## config.mk

```make
export PLATFORM = sky130hd
export DESIGN_NAME = fetch_stage
export DESIGN_NICKNAME = d
export VERILOG_FILES = /design/src/rtl/fetch_stage.sv
export SDC_FILE = /design/constraint.sdc
export NUM_CORES = 1
export LEC_CHECK = 0
export ABC_AREA = 0
export BUFFER_PORTS_ARGS = -buffer_cell sky130_fd_sc_hd__buf_2
export CAP_MARGIN = 20
export CELL_PAD_IN_SITES_DETAIL_PLACEMENT = 0
export CELL_PAD_IN_SITES_GLOBAL_PLACEMENT = 1
export CORE_AREA = 2 2 142 171
export DETAILED_ROUTE_END_ITERATION = 10
export DIE_AREA = 0 0 144 173
export GPL_ROUTABILITY_DRIVEN = 0
export PLACE_DENSITY_LB_ADDON = 0.1
export REMOVE_ABC_BUFFERS = 1
export SYNTH_ARGS = -nofsm -noshare
export SYNTH_HDL_FRONTEND = slang
export SYNTH_SLANG_ARGS = --single-unit
export TNS_END_PERCENT = 100
```

## constraint.sdc

```tcl
create_clock -name clk -period 6.05 [get_ports clk]
set_clock_uncertainty 0.1 [all_clocks]
set_input_delay 0.605 -clock clk [delete_from_list [all_inputs] [get_ports clk]]
set_output_delay 0.605 -clock clk [all_outputs]
set_load 0.01 [all_outputs]
```

## src/rtl/fetch_stage.sv

```systemverilog
// Instruction-fetch stage: owns the PC, drives the instruction cache and hands
// each fetched instruction to decode through a valid/ready register.
//
// state     | meaning
// ----------+------------------------------------------------------------
// BOOT      | first cycle after reset, cache not yet requested
// FETCH     | issuing sequential fetches while decode can accept
// MISS_WAIT | cache refilling; pc frozen, miss cycles counted
module fetch_stage #(
    parameter int                  ARCH_LEN = 32,
    parameter int                  INST_LEN = 32,
    parameter logic [ARCH_LEN-1:0] RESET_PC = 'h0000_1000,
    parameter int                  PC_STEP  = 4,
    parameter int                  CNT_W    = 32
) (
    input  logic                clk,
    input  logic                rst,
    output logic [ARCH_LEN-1:0] icache_addr,
    output logic                icache_enable,
    input  logic [INST_LEN-1:0] icache_instr,
    input  logic                icache_miss,
    input  logic                redirect_valid,
    input  logic [ARCH_LEN-1:0] redirect_pc,
    output logic                dec_valid,
    input  logic                dec_ready,
    output logic [INST_LEN-1:0] dec_instr,
    output logic [ARCH_LEN-1:0] dec_pc,
    output logic                misaligned,
    output logic [CNT_W-1:0]    miss_cycles
);

    localparam logic [1:0] S_BOOT      = 2'd0;
    localparam logic [1:0] S_FETCH     = 2'd1;
    localparam logic [1:0] S_MISS_WAIT = 2'd2;

    logic [1:0]          state;
    logic [ARCH_LEN-1:0] pc;
    logic                can_accept;
    logic                fire;
    logic                redirect_taken;

    assign can_accept     = ~dec_valid | dec_ready;
    assign icache_enable  = (state == S_FETCH) & can_accept & ~redirect_valid;
    assign icache_addr    = pc;
    assign fire           = icache_enable & ~icache_miss;
    // Redirects arriving before the first fetch are dropped.
    assign redirect_taken = redirect_valid & (state != S_BOOT);

    always_ff @(posedge clk) begin
        if (rst) begin
            state       <= S_BOOT;
            pc          <= RESET_PC;
            dec_valid   <= 1'b0;
            dec_instr   <= '0;
            dec_pc      <= '0;
            misaligned  <= 1'b0;
            miss_cycles <= '0;
        end else begin
            case (state)
                S_BOOT:      state <= S_FETCH;
                S_FETCH:     if (icache_enable & icache_miss) state <= S_MISS_WAIT;
                S_MISS_WAIT: if (!icache_miss) state <= S_FETCH;
                default:     state <= S_BOOT;
            endcase

            if ((state == S_MISS_WAIT) && (miss_cycles != '1))
                miss_cycles <= miss_cycles + CNT_W'(1);

            if (redirect_taken)
                pc <= redirect_pc;
            else if (fire)
                pc <= pc + ARCH_LEN'(PC_STEP);

            if (redirect_taken) begin
                dec_valid <= 1'b0;
            end else if (fire) begin
                dec_valid <= 1'b1;
                dec_instr <= icache_instr;
                dec_pc    <= pc;
            end else if (dec_valid & dec_ready) begin
                dec_valid <= 1'b0;
            end

            if (redirect_taken && (redirect_pc[1:0] != 2'b00))
                misaligned <= 1'b1;
        end
    end

endmodule

```

==> impl_metrics.yaml <==
run_status:
  status: "completed"
worst_setup_path:
  crit_fanout: 13
  critPathMaxStageDelay_ns: 0.60
  start_kind: "flop"
  crit_slowest_cell: "nand4_1"
  worstSetupEndpointType: "flop"
  cp.required_ns: 6.27
  crit_path_cell_trace: "nor3b_1, nand4_1, nor3_1, or3b_2, a311oi_1"
  arrival_ns: 3.01
  criticalPathCategory: "flop to flop"
layout:
  most-common-layout-cells: "199 x buf_2, 155 x nand2_1, 132 x dfxtp_1, 93 x a21oi_1, 42 x nor2_1"
  postLayoutCellArea_sq_um: 7630
  fin_nets: 962
  area_growth_pct: 33.3
  final_core_utilization_pct: 33.0
  final_common_cell: "buf_2"
  layout-drive-gt1-share_pct: 29.0
global_routing:
  grt_usage_pct: 15.4
  antenna_found_initial: 4
  grt_pass1_vias: 5443
  grt_max_degree: 70
  grt_pass1_wl_mm: 30.0
  overflow: 0
detailed_routing:
  drtAntennaViolNets: 0
  wl_per_cell_um: 15.5
  vias: 5748
  drc: 0
  vias_per_cell: 4.71
  first_pass_iters: 4
  drt_iter0_markers: 205
  routed_wl_mm: 19.0
cts:
  post_cts_resize_count: 0
  cts_buffers: 17
  cts_setup_buffers: 0
  cts_max_level: 4
  clk_pin_slew_ns: 0.06
  cts_tree: "yes"
  holdBufCountCts: 0
  clock_latency_ns: 0.41
  clockRootBuffer: "clkbuf_16"
  clockBufferDepth: 2
  clock_sinks: 132
sta:
  slew_violations: 0
  min_period_over_period_pct: 46.0
  tns_ns: 0
  hold_viol_final: 0
  worstMarginPinSlew_ns: 0.792
  fin_hold_ws_ns: 0.325
  period_needed_ns: 2.79
  relSlewSlack_pct: 47.0
  rsz0062_at_grt: "no"
  setup_viol: 0
  fmax_mhz: 359
  final.setup.worst_slack_ns: 3.26
placement:
  place_area_sq_um: 6990
  io_buffers: 199
  pre_cts_slack_ns: 3.02
  hpwl_mm: 13.2
die:
  start_util_pct: 24.8
  core-area_sq_um: 23100
  die_area_sq_um: 24900
  fp.dieH_um: 173
  row_count: 61
  fp.dieW_um: 144
  ios: 200
synthesis:
  synth_top_cell_area_share_pct: 46.2
  ys_top_cells_by_area: "dfxtp_1 46%, nand2_1 10%, a21oi_1 8.1%, xnor2_1 3.1%, nor2_1 2.8%"
  ys_ff_latch: 132
  synth-edff-count: 0
  synthCells: 713
  syn_area_sq_um: 5720
  ys_types: 48
  synth_top_cell_by_area: "dfxtp_1"
  ys_warn_count: 0
  ys.flop_type: "dfxtp_1"
  seq_area_frac_synth_pct: 46.2
  ys_async_sr_fraction_pct: 0
  avgSynthCellArea_sq_um: 8.03
power_and_ir_drop:
  p_leak_nw: 2.98
  ir_worst_vdd_v: 0.000176
  p_per_area_nw_per_um2: 289
worst_hold_path:
  hold_class: "input port to flop"
flow_run:
  max-cap-violations: 0
## flip-flops by register name, summed over array words and instances (netlist names)
register     flops
dec_valid        1
misaligned       1
dec_instr       32
state            2
miss_cycles     32
icache_addr     32
dec_pc          32
## power by group
| part | switching (mW) | internal [mW] | total [mW] | leakage [nW] |
|---|---|---|---|---|
| Combinational | 0.0957 | 0.0643 | 0.160 | 1.61 |
| Clock | 0.416 | 0.696 | 1.11 | 0.302 |
| Sequential | 0.0326 | 0.897 | 0.930 | 1.07 |
## area by class of cell
cell class	count	area, sq um
Multi-Input combinational cell	521	2860
Fill cell	2511	15500
Inverter	12	45.0
Tap cell	315	394
Sequential cell	132	2640
Antenna cell	1	2.50
Timing Repair Buffer	207	1060
Clock buffer	18	429
Clock inverter	14	201
## routing by layer
metal  global-route usage (%)  part of all wire [%]  vias up
met5                        0                  0.22        -
met4                     4.70                   1.4        6
met3                     5.01                   6.1       25
met2                     26.9                    51      126
met1                     17.7                    41     2716
li1                         -                     -     2875
## through the flow
stage	power, mW	instances
after CTS	2.24	1218
after global routing	2.30	1220
final	2.20	1220
after detailed placement	1.11	1186
after floorplan	1.01	665
after global placement	1.11	1186
## worst max-delay path: cells and delay by family (launching register included)
kind	cells	cell delay, ns
AND/OR/NAND/NOR	4	1.84
flip-flops	1	0.50
AO/OA/AOI/OAI	1	0.25
## Yosys cell counts (7+ instances only)
cell type and n:
dfxtp_1 132, or4_1 7, nor2b_1 7, nor4_1 7
a21oi_1 93, or3_1 22, o21ai_0 23, xnor2_1 20
nor3_1 14, a211oi_1 20, clkbuf_1 37, nand4_1 20
nor2_1 42, inv_1 12, buf_2 7, nand2_1 156
nand3_1 21
## cell families after synthesis
| family | synth area share (%) |
|---|---|
| DFF | 46.2 |
| adders and majority gates | 0.437 |
| muxes | 0.984 |
| buffers and inverters | 4.24 |
| AOI/OAI and AO/OA | 16.7 |
| and+or+nand+nor | 28.0 |
| xor gates and xnor gates | 3.52 |
## final timing paths
check                           slack [ns]  depth (start not counted)                            to                      start
worst max register to register        3.26                          5  icache_addr[17]$_SDFFE_PP0P_      state[0]$_SDFFE_PP0P_
worst min-delay path                  0.32                          3    dec_instr[11]$_SDFFE_PP0P_           icache_instr[11]
worst min register to register        0.35                          2     dec_instr[6]$_SDFFE_PP0P_  dec_instr[6]$_SDFFE_PP0P_
worst max-delay path                  3.26                          5  icache_addr[17]$_SDFFE_PP0P_      state[0]$_SDFFE_PP0P_
Note: power is estimated with default switching activity, not from simulation.
